File: src/rtl/gb_apu_mixer_if.sv
// Mixer-facing bundle: channel levels and register fields in, mixed samples and PDM streams out.
// The APU core side takes the master modport and the mixer takes the slave modport.
interface gb_apu_mixer_if #(
  parameter int unsigned SAMPLE_W = 9
);
  logic [3:0]          ch1_level;
  logic [3:0]          ch2_level;
  logic [3:0]          ch3_level;
  logic [3:0]          ch4_level;
  logic [3:0]          ch_enable;
  logic                apu_enable;
  logic [7:0]          nr50;
  logic [7:0]          nr51;
  logic                sample_tick;
  logic [SAMPLE_W-1:0] left_sample;
  logic [SAMPLE_W-1:0] right_sample;
  logic                sample_valid;
  logic                pdm_left;
  logic                pdm_right;

  modport master (
    output ch1_level, ch2_level, ch3_level, ch4_level, ch_enable, apu_enable,
    output nr50, nr51, sample_tick,
    input  left_sample, right_sample, sample_valid, pdm_left, pdm_right
  );

  modport slave (
    input  ch1_level, ch2_level, ch3_level, ch4_level, ch_enable, apu_enable,
    input  nr50, nr51, sample_tick,
    output left_sample, right_sample, sample_valid, pdm_left, pdm_right
  );
endinterface

File: src/rtl/gb_apu_mixer.sv
// Game Boy APU stereo mixer: gate/pan capture, per-side sum, NR50 scaling, optional 1-bit PDM.
// Define GB_APU_MIXER_PDM_EN to build the sigma-delta modulators; otherwise pdm_left/pdm_right are 0.
module gb_apu_mixer #(
  parameter int unsigned SAMPLE_W = 9
) (
  input  logic          clk,
  input  logic          reset,
  gb_apu_mixer_if.slave bus
);
  localparam int unsigned NCH   = 4;
  localparam int unsigned LVL_W = 4;
  localparam int unsigned SUM_W = 6;
  localparam int unsigned VOL_W = 3;
  localparam int unsigned ACC_W = 9;

  logic [NCH-1:0][LVL_W-1:0] lvl_c;
  assign lvl_c = {bus.ch4_level, bus.ch3_level, bus.ch2_level, bus.ch1_level};

  logic unused_c;
  assign unused_c = ^{bus.nr50[7], bus.nr50[3]};

  // Stage 1: gated levels and captured volumes
  logic [NCH-1:0][LVL_W-1:0] g_l_q, g_l_d, g_r_q, g_r_d;
  logic [VOL_W-1:0]          vol_l1_q, vol_l1_d, vol_r1_q, vol_r1_d;
  logic                      vld1_q, vld1_d;
  // Stage 2: per-side sums
  logic [SUM_W-1:0]          sum_l_q, sum_l_d, sum_r_q, sum_r_d;
  logic [SUM_W-1:0]          sum_l_c, sum_r_c;
  logic [VOL_W-1:0]          vol_l2_q, vol_l2_d, vol_r2_q, vol_r2_d;
  logic                      vld2_q, vld2_d;
  // Stage 3: scaled output samples
  logic [SAMPLE_W-1:0]       left_q, left_d, right_q, right_d;
  logic                      valid_q, valid_d;
  logic [VOL_W:0]            mul_l_c, mul_r_c;

  always_comb begin
    g_l_d    = g_l_q;
    g_r_d    = g_r_q;
    vol_l1_d = vol_l1_q;
    vol_r1_d = vol_r1_q;
    sum_l_d  = sum_l_q;
    sum_r_d  = sum_r_q;
    vol_l2_d = vol_l2_q;
    vol_r2_d = vol_r2_q;
    left_d   = left_q;
    right_d  = right_q;
    sum_l_c  = '0;
    sum_r_c  = '0;
    mul_l_c  = {1'b0, vol_l2_q} + (VOL_W + 1)'(1);
    mul_r_c  = {1'b0, vol_r2_q} + (VOL_W + 1)'(1);

    // Valid bits always advance so a lone strobe drains without further ticks
    vld1_d  = bus.sample_tick;
    vld2_d  = vld1_q;
    valid_d = vld2_q;

    if (bus.sample_tick) begin
      for (int unsigned c = 0; c < NCH; c++) begin
        g_l_d[c] = (bus.apu_enable && bus.ch_enable[c] && bus.nr51[NCH + c]) ? lvl_c[c] : '0;
        g_r_d[c] = (bus.apu_enable && bus.ch_enable[c] && bus.nr51[c])       ? lvl_c[c] : '0;
      end
      vol_l1_d = bus.nr50[6:4];
      vol_r1_d = bus.nr50[2:0];
    end

    for (int unsigned c = 0; c < NCH; c++) begin
      sum_l_c = sum_l_c + SUM_W'(g_l_q[c]);
      sum_r_c = sum_r_c + SUM_W'(g_r_q[c]);
    end
    if (vld1_q) begin
      sum_l_d  = sum_l_c;
      sum_r_d  = sum_r_c;
      vol_l2_d = vol_l1_q;
      vol_r2_d = vol_r1_q;
    end

    // 60 * 8 = 480 fits in 9 bits, so no saturation
    if (vld2_q) begin
      left_d  = SAMPLE_W'(sum_l_q) * SAMPLE_W'(mul_l_c);
      right_d = SAMPLE_W'(sum_r_q) * SAMPLE_W'(mul_r_c);
    end
  end

  always_ff @(posedge clk or negedge reset) begin
    if (!reset) begin
      g_l_q    <= '0;
      g_r_q    <= '0;
      vol_l1_q <= '0;
      vol_r1_q <= '0;
      vld1_q   <= 1'b0;
      sum_l_q  <= '0;
      sum_r_q  <= '0;
      vol_l2_q <= '0;
      vol_r2_q <= '0;
      vld2_q   <= 1'b0;
      left_q   <= '0;
      right_q  <= '0;
      valid_q  <= 1'b0;
    end else begin
      g_l_q    <= g_l_d;
      g_r_q    <= g_r_d;
      vol_l1_q <= vol_l1_d;
      vol_r1_q <= vol_r1_d;
      vld1_q   <= vld1_d;
      sum_l_q  <= sum_l_d;
      sum_r_q  <= sum_r_d;
      vol_l2_q <= vol_l2_d;
      vol_r2_q <= vol_r2_d;
      vld2_q   <= vld2_d;
      left_q   <= left_d;
      right_q  <= right_d;
      valid_q  <= valid_d;
    end
  end

  assign bus.left_sample  = left_q;
  assign bus.right_sample = right_q;
  assign bus.sample_valid = valid_q;

`ifdef GB_APU_MIXER_PDM_EN
  // First-order sigma-delta: carry out of a 9-bit accumulator gives density sample/512
  logic [ACC_W-1:0] acc_l_q, acc_l_d, acc_r_q, acc_r_d;
  logic             pdm_l_q, pdm_l_d, pdm_r_q, pdm_r_d;

  always_comb begin
    {pdm_l_d, acc_l_d} = {1'b0, acc_l_q} + (ACC_W + 1)'(left_q);
    {pdm_r_d, acc_r_d} = {1'b0, acc_r_q} + (ACC_W + 1)'(right_q);
  end

  always_ff @(posedge clk or negedge reset) begin
    if (!reset) begin
      acc_l_q <= '0;
      acc_r_q <= '0;
      pdm_l_q <= 1'b0;
      pdm_r_q <= 1'b0;
    end else begin
      acc_l_q <= acc_l_d;
      acc_r_q <= acc_r_d;
      pdm_l_q <= pdm_l_d;
      pdm_r_q <= pdm_r_d;
    end
  end

  assign bus.pdm_left  = pdm_l_q;
  assign bus.pdm_right = pdm_r_q;
`else
  assign bus.pdm_left  = 1'b0;
  assign bus.pdm_right = 1'b0;
`endif
endmodule

File: src/flat_wrapper.sv
// flat-port wrapper written by rule: the top's interface ports become plain ports
module gb_apu_mixer_flat 
#(
  parameter int unsigned SAMPLE_W = 9
)
  (clk, reset, bus_ch1_level, bus_ch2_level, bus_ch3_level, bus_ch4_level, bus_ch_enable, bus_apu_enable, bus_nr50, bus_nr51, bus_sample_tick, bus_left_sample, bus_right_sample, bus_sample_valid, bus_pdm_left, bus_pdm_right);
  gb_apu_mixer_if #(.SAMPLE_W(SAMPLE_W)) bus_i ();
  input  logic clk;
  input  logic reset;
  input wire logic [$bits(bus_i.ch1_level)-1:0] bus_ch1_level;
  input wire logic [$bits(bus_i.ch2_level)-1:0] bus_ch2_level;
  input wire logic [$bits(bus_i.ch3_level)-1:0] bus_ch3_level;
  input wire logic [$bits(bus_i.ch4_level)-1:0] bus_ch4_level;
  input wire logic [$bits(bus_i.ch_enable)-1:0] bus_ch_enable;
  input wire logic [$bits(bus_i.apu_enable)-1:0] bus_apu_enable;
  input wire logic [$bits(bus_i.nr50)-1:0] bus_nr50;
  input wire logic [$bits(bus_i.nr51)-1:0] bus_nr51;
  input wire logic [$bits(bus_i.sample_tick)-1:0] bus_sample_tick;
  output wire logic [$bits(bus_i.left_sample)-1:0] bus_left_sample;
  output wire logic [$bits(bus_i.right_sample)-1:0] bus_right_sample;
  output wire logic [$bits(bus_i.sample_valid)-1:0] bus_sample_valid;
  output wire logic [$bits(bus_i.pdm_left)-1:0] bus_pdm_left;
  output wire logic [$bits(bus_i.pdm_right)-1:0] bus_pdm_right;
  assign bus_i.ch1_level = bus_ch1_level;
  assign bus_i.ch2_level = bus_ch2_level;
  assign bus_i.ch3_level = bus_ch3_level;
  assign bus_i.ch4_level = bus_ch4_level;
  assign bus_i.ch_enable = bus_ch_enable;
  assign bus_i.apu_enable = bus_apu_enable;
  assign bus_i.nr50 = bus_nr50;
  assign bus_i.nr51 = bus_nr51;
  assign bus_i.sample_tick = bus_sample_tick;
  assign bus_left_sample = bus_i.left_sample;
  assign bus_right_sample = bus_i.right_sample;
  assign bus_sample_valid = bus_i.sample_valid;
  assign bus_pdm_left = bus_i.pdm_left;
  assign bus_pdm_right = bus_i.pdm_right;
  gb_apu_mixer #(.SAMPLE_W(SAMPLE_W)) u_core (.clk(clk), .reset(reset), .bus(bus_i));
endmodule
File: config.mk
export PLATFORM = sky130hd
export DESIGN_NAME = gb_apu_mixer_flat
export DESIGN_NICKNAME = d
export VERILOG_FILES = /design/src/rtl/gb_apu_mixer_if.sv /design/src/rtl/gb_apu_mixer.sv /design/src/flat_wrapper.sv
export SDC_FILE = /design/constraint.sdc
export NUM_CORES = 1
export LEC_CHECK = 0
export BUFFER_PORTS_ARGS = -buffer_cell sky130_fd_sc_hd__buf_2
export CORE_UTILIZATION = 63
export DETAILED_ROUTE_END_ITERATION = 6
export PLACE_DENSITY = 0.86
export SLEW_MARGIN = 25
export SYNTH_ARGS = -nofsm -noshare
export SYNTH_HDL_FRONTEND = slang
export SYNTH_SLANG_ARGS = --single-unit
File: constraint.sdc
create_clock -name clk -period 7.9 [get_ports clk]
set_clock_uncertainty 0.05 [all_clocks]
set_input_delay 1.58 -clock clk [delete_from_list [all_inputs] [get_ports clk]]
set_output_delay 1.58 -clock clk [all_outputs]
set_load 0.005 [all_outputs]
Word level (Yosys, flattened, before mapping)
Index checks and enable logic that the tools add are counted.
{ "op_classes": {"add_sub_neg": 8, "n_mul": 2, "n_mux": 8, "n_reduce_logical": 12} }
{ "ops": {"columns": ["op", "n"], "rows": [
  ["two-way mux 4 bit", 8],
  ["adder 6 x 4 -> 6 bit", 4],
  ["multiplier 6 x 4 -> 9 bit", 2],
  ["logical AND 1 bit", 12],
  ["adder 4 x 4 -> 5 bit", 2],
  ["adder 3 x 1 -> 4 bit (second input constant)", 2]
]} }
{ "totals": {"ff_bits": 77, "inputBits": 40, "out_inout_bits": 21} }

Depth between registers and ports, before layout
Gate-level depths: netlist of run 1.
{ "logic_depth": {"ltp_word": 3, "depth_mapped": 12, "mapped_depth_nobuf": 12} }

Least setup slack after synthesis of run 1
No wires, ideal clock.
{ "synth_timing": {"path_kind": "register -> register", "start": "register u_core.vol_l2_q[0]", "end": "register u_core.left_q[5], in the netlist u_core.bus.left_sample[5]", "setup_time_ns": 0.125, "t_arrival_ns": 3.110, "required_time_ns": 7.725, "slack_ns": 4.615, "stages_incl_launch_ff": 12, "period_less_slack_ns": 3.285, "path_cell_list": "dfrtp_1 ha_1 xor2_1 nand2_1 fa_1 fa_1 inv_1 ha_1 a21o_1 a21oi_1 xnor2_1 mux2_2"} }
{ "synth_between": {"elab_chain_cells": 2} }
{ "synth_lines": {"columns": ["item", "line_no", "text"], "rows": [
  ["start: declaration", "gb_apu_mixer.sv:29", "logic [VOL_W-1:0] vol_l2_q, vol_l2_d, vol_r2_q, vol_r2_d;"],
  ["start signal: assignment", "gb_apu_mixer.sv:107", "vol_l2_q <= vol_l2_d;"],
  ["adder 3 x 1 -> 4 bit", "gb_apu_mixer.sv:49", "mul_l_c = {1'b0, vol_l2_q} + (VOL_W + 1)'(1);"],
  ["multiplier 6 x 4 -> 9 bit", "gb_apu_mixer.sv:79", "left_d = SAMPLE_W'(sum_l_q) * SAMPLE_W'(mul_l_c);"],
  ["end signal: assignment", "gb_apu_mixer.sv:110", "left_q <= left_d;"],
  ["end: declaration", "gb_apu_mixer.sv:32", "logic [SAMPLE_W-1:0] left_q, left_d, right_q, right_d;"]
]} }
Every way passes these cells.
A chain may end at the register's enable or synchronous reset.

Worst setup path in the final report of run 1
Same ends and word-level chain as after synthesis.

==> impl_metrics.yaml, run 1 <==
floorplanning:
  chipWidth_um: 90.3
  rows: 31
  start_util_pct: 66.3
  core_mm2: 0.00741
  dieHeight_um: 90.3
  fp.dieArea_mm2: 0.00815
  ios: 61
sta:
  tightest_slew_ns: 0.973
  slew_headroom_pct: 35.1
  hold_viol: 0
  drv_slew: 0
  tns_ns: 0
  finalCriticalPeriod_ns: 3.73
  setup_slack_ns: 4.17
  rsz0062_at_grt: "false"
  fin_crit_sh_pct: 47.3
  fmaxAchievable_ghz: 0.268
  setup_violations: 0
route:
  routed_via_density: 5.58
  drt-total-wl_mm: 9.73
  dr_total_vias: 3534
  drc: 0
  drt-wirelength-per-cell_um: 15.4
  firstDrtPassIters: 5
  antenna_left: 0
  drt-initial-drc-count: 166
hold_path:
  hold_path_end: "u_core.bus.left_sample[6]$_DFFE_PN0P_"
  worstHoldPathCells: 2
  hp-class: "reg2reg"
  hold_path_startpoint: "u_core.bus.left_sample[6]$_DFFE_PN0P_"
synth:
  netlist_area_mm2: 0.00491
  postSynthCellCount: 475
  yosys.area.top_type_share_pct: 39.2
  netlist.top_cell.by_area: "dfrtp_1"
  synth_cell_types: 34
  synth.area.top_cells: "dfrtp_1 39%, fa_1 11%, ha_1 11%"
  synth_area_per_cell_um2: 10.3
  synth-seq-cells: 77
  yosys_most_used_dff: "dfrtp_1"
  yosys_warnings: 0
  yosysMostFrequentCell: "inv_1"
  synth_edf_count: 0
  synth_seq_area_share_pct: 39.2
  synth_commonest_cells: "81 x inv_1, 77 x dfrtp_1, 42 x ha_1, 39 x nand2_1, 32 x o22ai_1"
  async_flop_share_pct: 100
pwr:
  ir_drop_mv: 0.111
  power_leakage_nw: 2.83
  power_density_mw_per_mm2: 215
placement:
  gp_congestion: 0.873
  port_buffers: 56
  place.detailed.hpwl_mm: 6.99
  pre_cts_slack_ns: 4.23
critical_path:
  crit_arrival_ns: 3.92
  r2r-start: "u_core.vol_l2_q[0]$_DFFE_PN0P_"
  crit_chain: "ha_1, xor2_1, nand2_1, fa_1, fa_1, inv_1, ha_1, a21o_1, a21oi_1, xnor2_1, mux2_2"
  slowest_stage: "fa_1"
  r2r-end: "u_core.bus.left_sample[5]$_DFFE_PN0P_"
  cp.required_ns: 8.08
  r2r_slack_ns: 4.17
  cp_max_fo: 10
  worstRegToRegCells: 11
  crit_type: "reg2reg"
  cp-end-kind: "register"
  max_stage_delay_ns: 0.61
  startpoint_type: "register"
grt:
  grt_pass1_vias: 3651
  gr-total-overflow: 0
  grt_pass1_wl_mm: 16.9
  grt_max_degree: 78
  grt_usage_pct: 26.3
  antenna_found_initial: 0
cells_and_area:
  antenna_cells: 0
  nFillCells: 517
  layout-drive-gt1-share_pct: 18.7
  syn2layout_area_growth_pct: 12.3
  nets: 639
clock_tree:
  postCtsSetupBuffers: 0
  cts_tree: "done"
  numCtsBuffers: 9
  cts_max_level: 3
  clock_path_buffers: 2
  clkTransAtPathRegs_ns: 0.09
  root_buffer: "clkbuf_8"
  postCtsHoldBufs: 0
  numClockSinks: 77
  clkLatencyLatePin_ns: 0.36
  cts_resized: 0
flow_run:
  maxCapViolations: 0
outcome:
  outcome: "finished, final reports clean"
layout make-up:
cell class                 count  area, µm²  share of cell area [%]
timing repair buffer          56        287                    5.20
clock buffer                  13        169                    3.06
sequential                    77       1930                    35.0
inverter                      82        308                    5.58
clock inverter                 3       90.1                    1.63
multi-input combinational    303       2610                    47.3
tap                           99        124                    2.25
sequential cells by signal (all words and copies together), names as in the netlist, 3 cells and up:
name	count
u_core.vol_r1_q	3
u_core.sum_l_q	6
u_core.vol_l2_q	3
u_core.g_r_q	16
u_core.bus.left_sample	9
u_core.vol_r2_q	3
u_core.sum_r_q	6
u_core.bus.right_sample	9
u_core.vol_l1_q	3
u_core.g_l_q	16
critical path: cells and delay by family, from the launching register on:
kind,cells,cell delay (ns)
multiplexers,1,0.27
AND/OR/NAND/NOR,1,0.15
adder cells (fa/ha/maj),4,1.66
flip-flops,1,0.48
AO/OA/AOI/OAI,2,0.44
buffers and inverters,1,0.06
XOR/XNOR,2,0.49
per-layer routing:
layer,part of all wire [%],global-route usage (%),routed length [µm]
met1,43,32.3,4140
met3,4.0,4.21,391
met5,0,0,0
met4,2.4,11.4,231
met2,51,46.1,4960
power breakdown:
group / internal, mW / switching (mW) / total, mW / leakage, nW
logic: 0.149 / 0.160 / 0.309 / 1.70
registers: 0.449 / 0.0428 / 0.491 / 1.00
clock network: 0.236 / 0.150 / 0.386 / 0.130
logic make-up after synthesis:
| logic type | count (synthesis) | synth area share (%) |
|---|---|---|
| AO/OA/AOI/OAI | 81 | 10.3 |
| buffers and inverters | 96 | 7.70 |
| AND/OR/NAND/NOR | 103 | 10.7 |
| multiplexers | 29 | 6.63 |
| other | 1 | 0.0764 |
| adder cells (fa/ha/maj) | 70 | 22.1 |
| flip-flops | 77 | 39.2 |
| XOR/XNOR | 18 | 3.21 |
layout by cell type, fill, tap and decap left out, types with 6 or more instances in the layout:
| cell | n |
|---|---|
| a21o_1 | 10 |
| a21oi_1 | 15 |
| and2_1 | 19 |
| buf_2 | 55 |
| clkbuf_8 | 12 |
| dfrtp_1 | 77 |
| fa_1 | 28 |
| ha_1 | 42 |
| inv_1 | 81 |
| mux2_2 | 28 |
| nand2_1 | 39 |
| nand2b_1 | 8 |
| nand3_1 | 8 |
| nor2_1 | 6 |
| nor2b_1 | 7 |
| o21ai_0 | 12 |
| o22ai_1 | 32 |
| xnor2_1 | 12 |
| xor2_1 | 6 |
worst max path at each step:
| stage | startpoint | endpoint | cells after the start |
|---|---|---|---|
| floorplan | u_core.vol_l2_q[0]$_DFFE_PN0P_ | u_core.bus.left_sample[5]$_DFFE_PN0P_ | 11 |
| global placement | u_core.vol_l2_q[0]$_DFFE_PN0P_ | u_core.bus.left_sample[5]$_DFFE_PN0P_ | 11 |
| CTS | u_core.vol_l2_q[0]$_DFFE_PN0P_ | u_core.bus.left_sample[5]$_DFFE_PN0P_ | 11 |
| global route | u_core.vol_r2_q[0]$_DFFE_PN0P_ | u_core.bus.right_sample[8]$_DFFE_PN0P_ | 10 |
| detailed placement | u_core.vol_l2_q[0]$_DFFE_PN0P_ | u_core.bus.left_sample[5]$_DFFE_PN0P_ | 11 |
| finish | u_core.vol_l2_q[0]$_DFFE_PN0P_ | u_core.bus.left_sample[5]$_DFFE_PN0P_ | 11 |
through the flow:
step / power [mW] / cell area [µm²] / utilization, % / instances / hold WS [ns]
after detailed placement: 0.802 / 5250 / 70.9 / 617 / 0.417
after floorplan: 0.701 / 4910 / - / 476 / 0.348
after global placement: 0.783 / 5250 / 70.9 / 617 / 0.411
after global routing: 1.26 / 5510 / 74.4 / 633 / 0.470
after CTS: 1.19 / 5510 / 74.4 / 633 / 0.437
final: 1.19 / 5510 / 74.4 / 633 / 0.435
(Power assumes the default switching activity.)
==> run 2, diff against run 1 <==
- CORE_UTILIZATION: 63 -> 53
- PLACE_DENSITY: 0.86 -> 0.77
- clock period: 7.9 -> 3.3 ns (I/O delays scaled with it)
==> run 2 against run 1 <==
  * The flow now finishes with violations (design-rule violations)
  * Routed wire length shrank 0.32%
  * Register-to-register slack worse by 4.1 ns
  * Critical path type unchanged
  * Clock power increased by 110%
  * Design area rose by 3.8%
  * Worst setup slack lost 4.1 ns
  * First-iteration DRC count rose by 10%
  * Utilization fell by 9.7 points
  * Non-clock buffer count up 10
==> impl_metrics.yaml, run 2 (synthesis results as in run 1) <==
hold_path:
  hp-class: "in2async"
critical_path:
  max_stage_delay_ns: 0.58
  path_buf_inv: 1
  cp_max_fo: 4
  cp-end-kind: "register"
  worstRegToRegCells: 11
  r2r_slack_ns: 0.11
  crit_arrival_ns: 3.38
  crit_type: "reg2reg"
  crit_chain: "ha_2, xor2_2, nand2_1, fa_1, fa_2, inv_1, ha_1, a21o_1, a21oi_2, xnor2_1, mux2_2"
  cp.required_ns: 3.49
  cp_top_family: "adder cells"
  cp_num_cells: 11
  slowest_stage: "fa_2"
  startpoint_type: "register"
route:
  dr_total_vias: 3498
  drc: 3
  drt-wirelength-per-cell_um: 14.9
  antenna_left: 0
  firstDrtPassIters: 7
  wl_met2_mm: 4.92
  drt-initial-drc-count: 183
  routed_via_density: 5.37
  drt-met1-wl_mm: 4.30
  wl_met3_um: 339
  maxUsedRoutingLayer: "met4"
  drt-total-wl_mm: 9.69
cells_and_area:
  finish.utilization_pct: 64.7
  stdcell_count: 652
  layout-drive-gt1-share_pct: 25.7
  final_cell_mix: "79 x inv_1, 77 x dfrtp_1, 55 x buf_2"
  mostFrequentLayoutCell: "inv_1"
  largestRegisters: "u_core.g_l_q: 16 flops, u_core.g_r_q: 16 flops"
  antenna_cells: 0
  nets: 649
  syn2layout_area_growth_pct: 16.6
sta:
  setup_slack_ns: 0.108
  tightest_slew_ns: 0.879
  setup_violations: 0
  drv_slew: 0
  finalCriticalPeriod_ns: 3.19
  hold_viol: 0
  whs_ns: 0.249
  slew_headroom_pct: 41.4
  fin_crit_sh_pct: 96.7
  fmaxAchievable_ghz: 0.313
grt:
  grt_pass1_wl_mm: 16.4
  grt_pass1_vias: 3611
  grt_usage_pct: 21.5
  grt_max_degree: 78
  gr-total-overflow: 0
  antenna_found_initial: 0
clock_tree:
  root_buffer: "clkbuf_8"
  clkTransAtPathRegs_ns: 0.09
  postCtsHoldBufs: 0
  clock_path_buffers: 2
  numClockSinks: 77
  clkLatencyLatePin_ns: 0.36
  cts_max_level: 3
  numCtsBuffers: 9
  cts_tree: "done"
floorplanning:
  start_util_pct: 55.5
  fp.dieArea_mm2: 0.00965
  chipWidth_um: 98.2
  core_mm2: 0.00885
  rows: 34
  ios: 61
  dieHeight_um: 98.2
outcome:
  outcome: "finished with violations"
  violations: "design-rule violations"
placement:
  place.detailed.hpwl_mm: 7.18
  dp.cells: 633
  pre_cts_slack_ns: -0.162
  gp_congestion: 0.828
  port_buffers: 56
pwr:
  p_total_mw: 2.85
  ir_drop_mv: 0.257
  power_leakage_nw: 2.87
  power_density_mw_per_mm2: 498
flow_run:
  maxCapViolations: 0
run 2: cell count changes in the layout (fill, tap and decap cells not counted), sizes merged:
cell / delta
buf: +10
bufinv: -1
clkbuf: -4
clkinv: +2
clkinvlp: +2
inv: +1
run 2: timing repair:
item,4_1_cts,5_1_grt
setup endpoints to repair,6,8
pin swaps,1,17
resized for setup,9,26
hold endpoints to repair,0,0
setup buffers,1,2
run 2: cell type report:
type                            instances  area (µm²)
Fill cell                             684        3120
Inverter                               82         308
Clock inverter                          7        97.6
Sequential cell                        77        1930
Timing Repair Buffer                   66         365
Clock buffer                            9         124
Tap cell                              108         135
Multi-Input combinational cell        303        2770
run 2: worst paths after layout:
check / startpoint / endpoint
hold / removal: reset / u_core.bus.right_sample[8]$_DFFE_PN0P_
hold reg to reg: u_core.bus.right_sample[6]$_DFFE_PN0P_ / u_core.bus.right_sample[6]$_DFFE_PN0P_
max in group asynchronous: reset / u_core.g_r_q[11]$_DFFE_PN0P_
setup reg to reg: u_core.vol_r2_q[0]$_DFFE_PN0P_ / u_core.bus.right_sample[5]$_DFFE_PN0P_
min in group clk: u_core.bus.right_sample[6]$_DFFE_PN0P_ / u_core.bus.right_sample[6]$_DFFE_PN0P_
setup / recovery: u_core.vol_r2_q[0]$_DFFE_PN0P_ / u_core.bus.right_sample[5]$_DFFE_PN0P_
run 2: report_power, final:
group | leakage, nW | total, mW | internal, mW | switching, mW
sequential | 1.00 | 1.17 | 1.07 | 0.0976
combinational | 1.76 | 0.872 | 0.444 | 0.428
clock | 0.106 | 0.808 | 0.428 | 0.380
run 2: per-layer routing:
layer  track usage (%)  up-vias
met4              8.50        0
met1              26.7     1695
met3              3.44       12
li1                  -     1699
met2              37.6       92
met5                 0        -
run 2: worst reg2reg max path, delay by kind of cell (launching register included):
kind,cells,cell delay (ns)
buffers and inverters,1,0.05
DFF,1,0.39
muxes,1,0.26
xor gates and xnor gates,2,0.30
AOI/OAI and AO/OA,2,0.39
adders and majority gates,4,1.53
and+or+nand+nor,1,0.11
run 2: per-stage QoR:
stage	area [µm²]	setup TNS [ns]
final	5720	0
after global routing	5720	-0.0533
after global placement	5310	-0.108
after CTS	5590	-0.00128
after detailed placement	5310	-0.442
after floorplan	4910	0
==> run 3, diff against run 2 <==
- REMOVE_ABC_BUFFERS: default -> 1
==> run 3 against run 2 <==
  * The run now ends clean
  * Die area unchanged
  * Clock-buffer cell count increased by 4
  * Sequential share of layout area increased by 0.12 points
  * Flip-flop and latch count unchanged
  * Combinational power increased by 0.5%
  * Clock power decreased by 24%
  * Via count about the same
  * Routed wire length decreased by 2.9%
  * Sequential power about the same
  * Critical path depth unchanged
  * Critical path type unchanged
==> impl_metrics.yaml, run 3 (synthesis results as in run 1) <==
outcome:
  outcome: "finished, final reports clean"
sta:
  rsz0062_at_grt: "true"
  slew_headroom_pct: 36.4
  tns_ns: 0
  drv_slew: 0
  setup_violations: 0
  fmaxAchievable_ghz: 0.308
  tightest_slew_ns: 0.954
  fin_crit_sh_pct: 98.3
  hold_viol: 0
  finalCriticalPeriod_ns: 3.24
placement:
  placed_cell_area_mm2: 0.00531
  dp.cells: 633
  place.detailed.hpwl_mm: 6.92
  gp_congestion: 0.810
  port_buffers: 56
critical_path:
  r2r_slack_ns: 0.06
  r2r-start: "u_core.vol_r2_q[1]$_DFFE_PN0P_"
  r2r-end: "u_core.bus.right_sample[5]$_DFFE_PN0P_"
  crit_arrival_ns: 3.42
  cp.required_ns: 3.48
  worstRegToRegCells: 11
  cp_max_fo: 4
  cp-endpoint: "u_core.bus.right_sample[5]$_DFFE_PN0P_"
  crit_type: "reg2reg"
  cp-end-kind: "register"
  cp-startpoint: "u_core.vol_r2_q[1]$_DFFE_PN0P_"
  startpoint_type: "register"
floorplanning:
  fp.dieArea_mm2: 0.00965
  core_mm2: 0.00885
  start_util_pct: 55.5
  ios: 61
  dieHeight_um: 98.2
  chipWidth_um: 98.2
  rows: 34
grt:
  grt_max_degree: 78
  grt_usage_pct: 21.2
  grt_pass1_vias: 3577
  grt_pass1_wl_mm: 16.2
  gr-total-overflow: 0
  antenna_found_initial: 0
flow_run:
  maxCapViolations: 0
cells_and_area:
  mostFrequentLayoutCell: "inv_1"
  stdcell_count: 653
  largestRegisters: "u_core.g_l_q: 16 flops, u_core.g_r_q: 16 flops"
  syn2layout_area_growth_pct: 16.3
  antenna_cells: 0
  final_cell_mix: "81 x inv_1, 75 x dfrtp_1, 55 x buf_2"
  final_area_mm2: 0.00571
  layout-drive-gt1-share_pct: 25.1
  nets: 651
  nFillCells: 696
clock_tree:
  clkTransAtPathRegs_ns: 0.08
  cts_tree: "done"
  cts_max_level: 3
  root_buffer: "clkbuf_8"
  numCtsBuffers: 9
  postCtsHoldBufs: 0
  numClockSinks: 77
  clkLatencyLatePin_ns: 0.35
  clock_path_buffers: 2
hold_path:
  hp-class: "in2async"
pwr:
  power_leakage_nw: 2.87
  ir_drop_mv: 0.174
  p_total_mw: 2.67
  power_density_mw_per_mm2: 467
route:
  routed_via_density: 5.36
  drt-wirelength-per-cell_um: 14.4
  drt-total-wl_mm: 9.42
  antenna_left: 0
  dr_total_vias: 3499
  drt-initial-drc-count: 98
  firstDrtPassIters: 6
  drc: 0
-- run 3: repair_timing --
action	CTS	global route
endpoints found under the setup margin	7	9
gates resized for setup	10	31
buffers inserted	0	5
pin swaps	1	20
-- run 3: power breakdown --
| group | internal [mW] | switching (mW) | total [mW] |
|---|---|---|---|
| clock network | 0.288 | 0.329 | 0.617 |
| registers | 1.08 | 0.0994 | 1.17 |
| logic | 0.448 | 0.428 | 0.876 |
-- run 3: layout make-up --
cell class | count | area [µm²] | area share [%]
multi-input cells | 303 | 2790 | 48.8
well taps | 108 | 135 | 2.37
clock buffers | 13 | 149 | 2.61
clock inverters | 2 | 10.0 | 0.175
repair buffers | 68 | 392 | 6.86
inverters | 82 | 308 | 5.39
flip-flops and latches | 77 | 1930 | 33.8
-- run 3: worst min path at each step --
stage | slack [ns] | from | endpoint | cells after the start
after floorplan | 0.31 | reset | u_core.bus.left_sample[0]$_DFFE_PN0P_ | 0
after global placement | 0.41 | u_core.bus.left_sample[3]$_DFFE_PN0P_ | u_core.bus.left_sample[3]$_DFFE_PN0P_ | 2
after detailed placement | 0.41 | u_core.bus.right_sample[6]$_DFFE_PN0P_ | u_core.bus.right_sample[6]$_DFFE_PN0P_ | 2
after CTS | 0.43 | u_core.bus.right_sample[6]$_DFFE_PN0P_ | u_core.bus.right_sample[6]$_DFFE_PN0P_ | 2
after global routing | 0.31 | reset | u_core.bus.left_sample[6]$_DFFE_PN0P_ | 1
final | 0.26 | reset | u_core.bus.left_sample[8]$_DFFE_PN0P_ | 1
-- run 3: metrics by stage --
step                utilization [%]  worst slack, ns  hold WS [ns]
detailed placement             60.1           -0.113         0.414
global placement               60.1         -0.00866         0.410
floorplan                         -           0.0152         0.314
finish                         64.6           0.0560         0.258
global route                   64.6          -0.0525         0.307
CTS                            62.5          0.00623         0.434
-- run 3: critical path, stage by stage, from the launching register on --
cell,delay [ns]
dfrtp_1,0.43
ha_4,0.20
xor2_4,0.16
nand2_1,0.11
fa_1,0.48
fa_1,0.63
inv_1,0.06
ha_1,0.28
a21o_1,0.16
a21oi_2,0.20
xnor2_1,0.10
mux2_4,0.26
-- run 3: routing by layer --
metal | track usage, % | share of wire [%]
met5 | 0 | 0
met4 | 6.08 | 1.3
met3 | 3.94 | 3.0
met2 | 36.7 | 50
met1 | 27.3 | 46
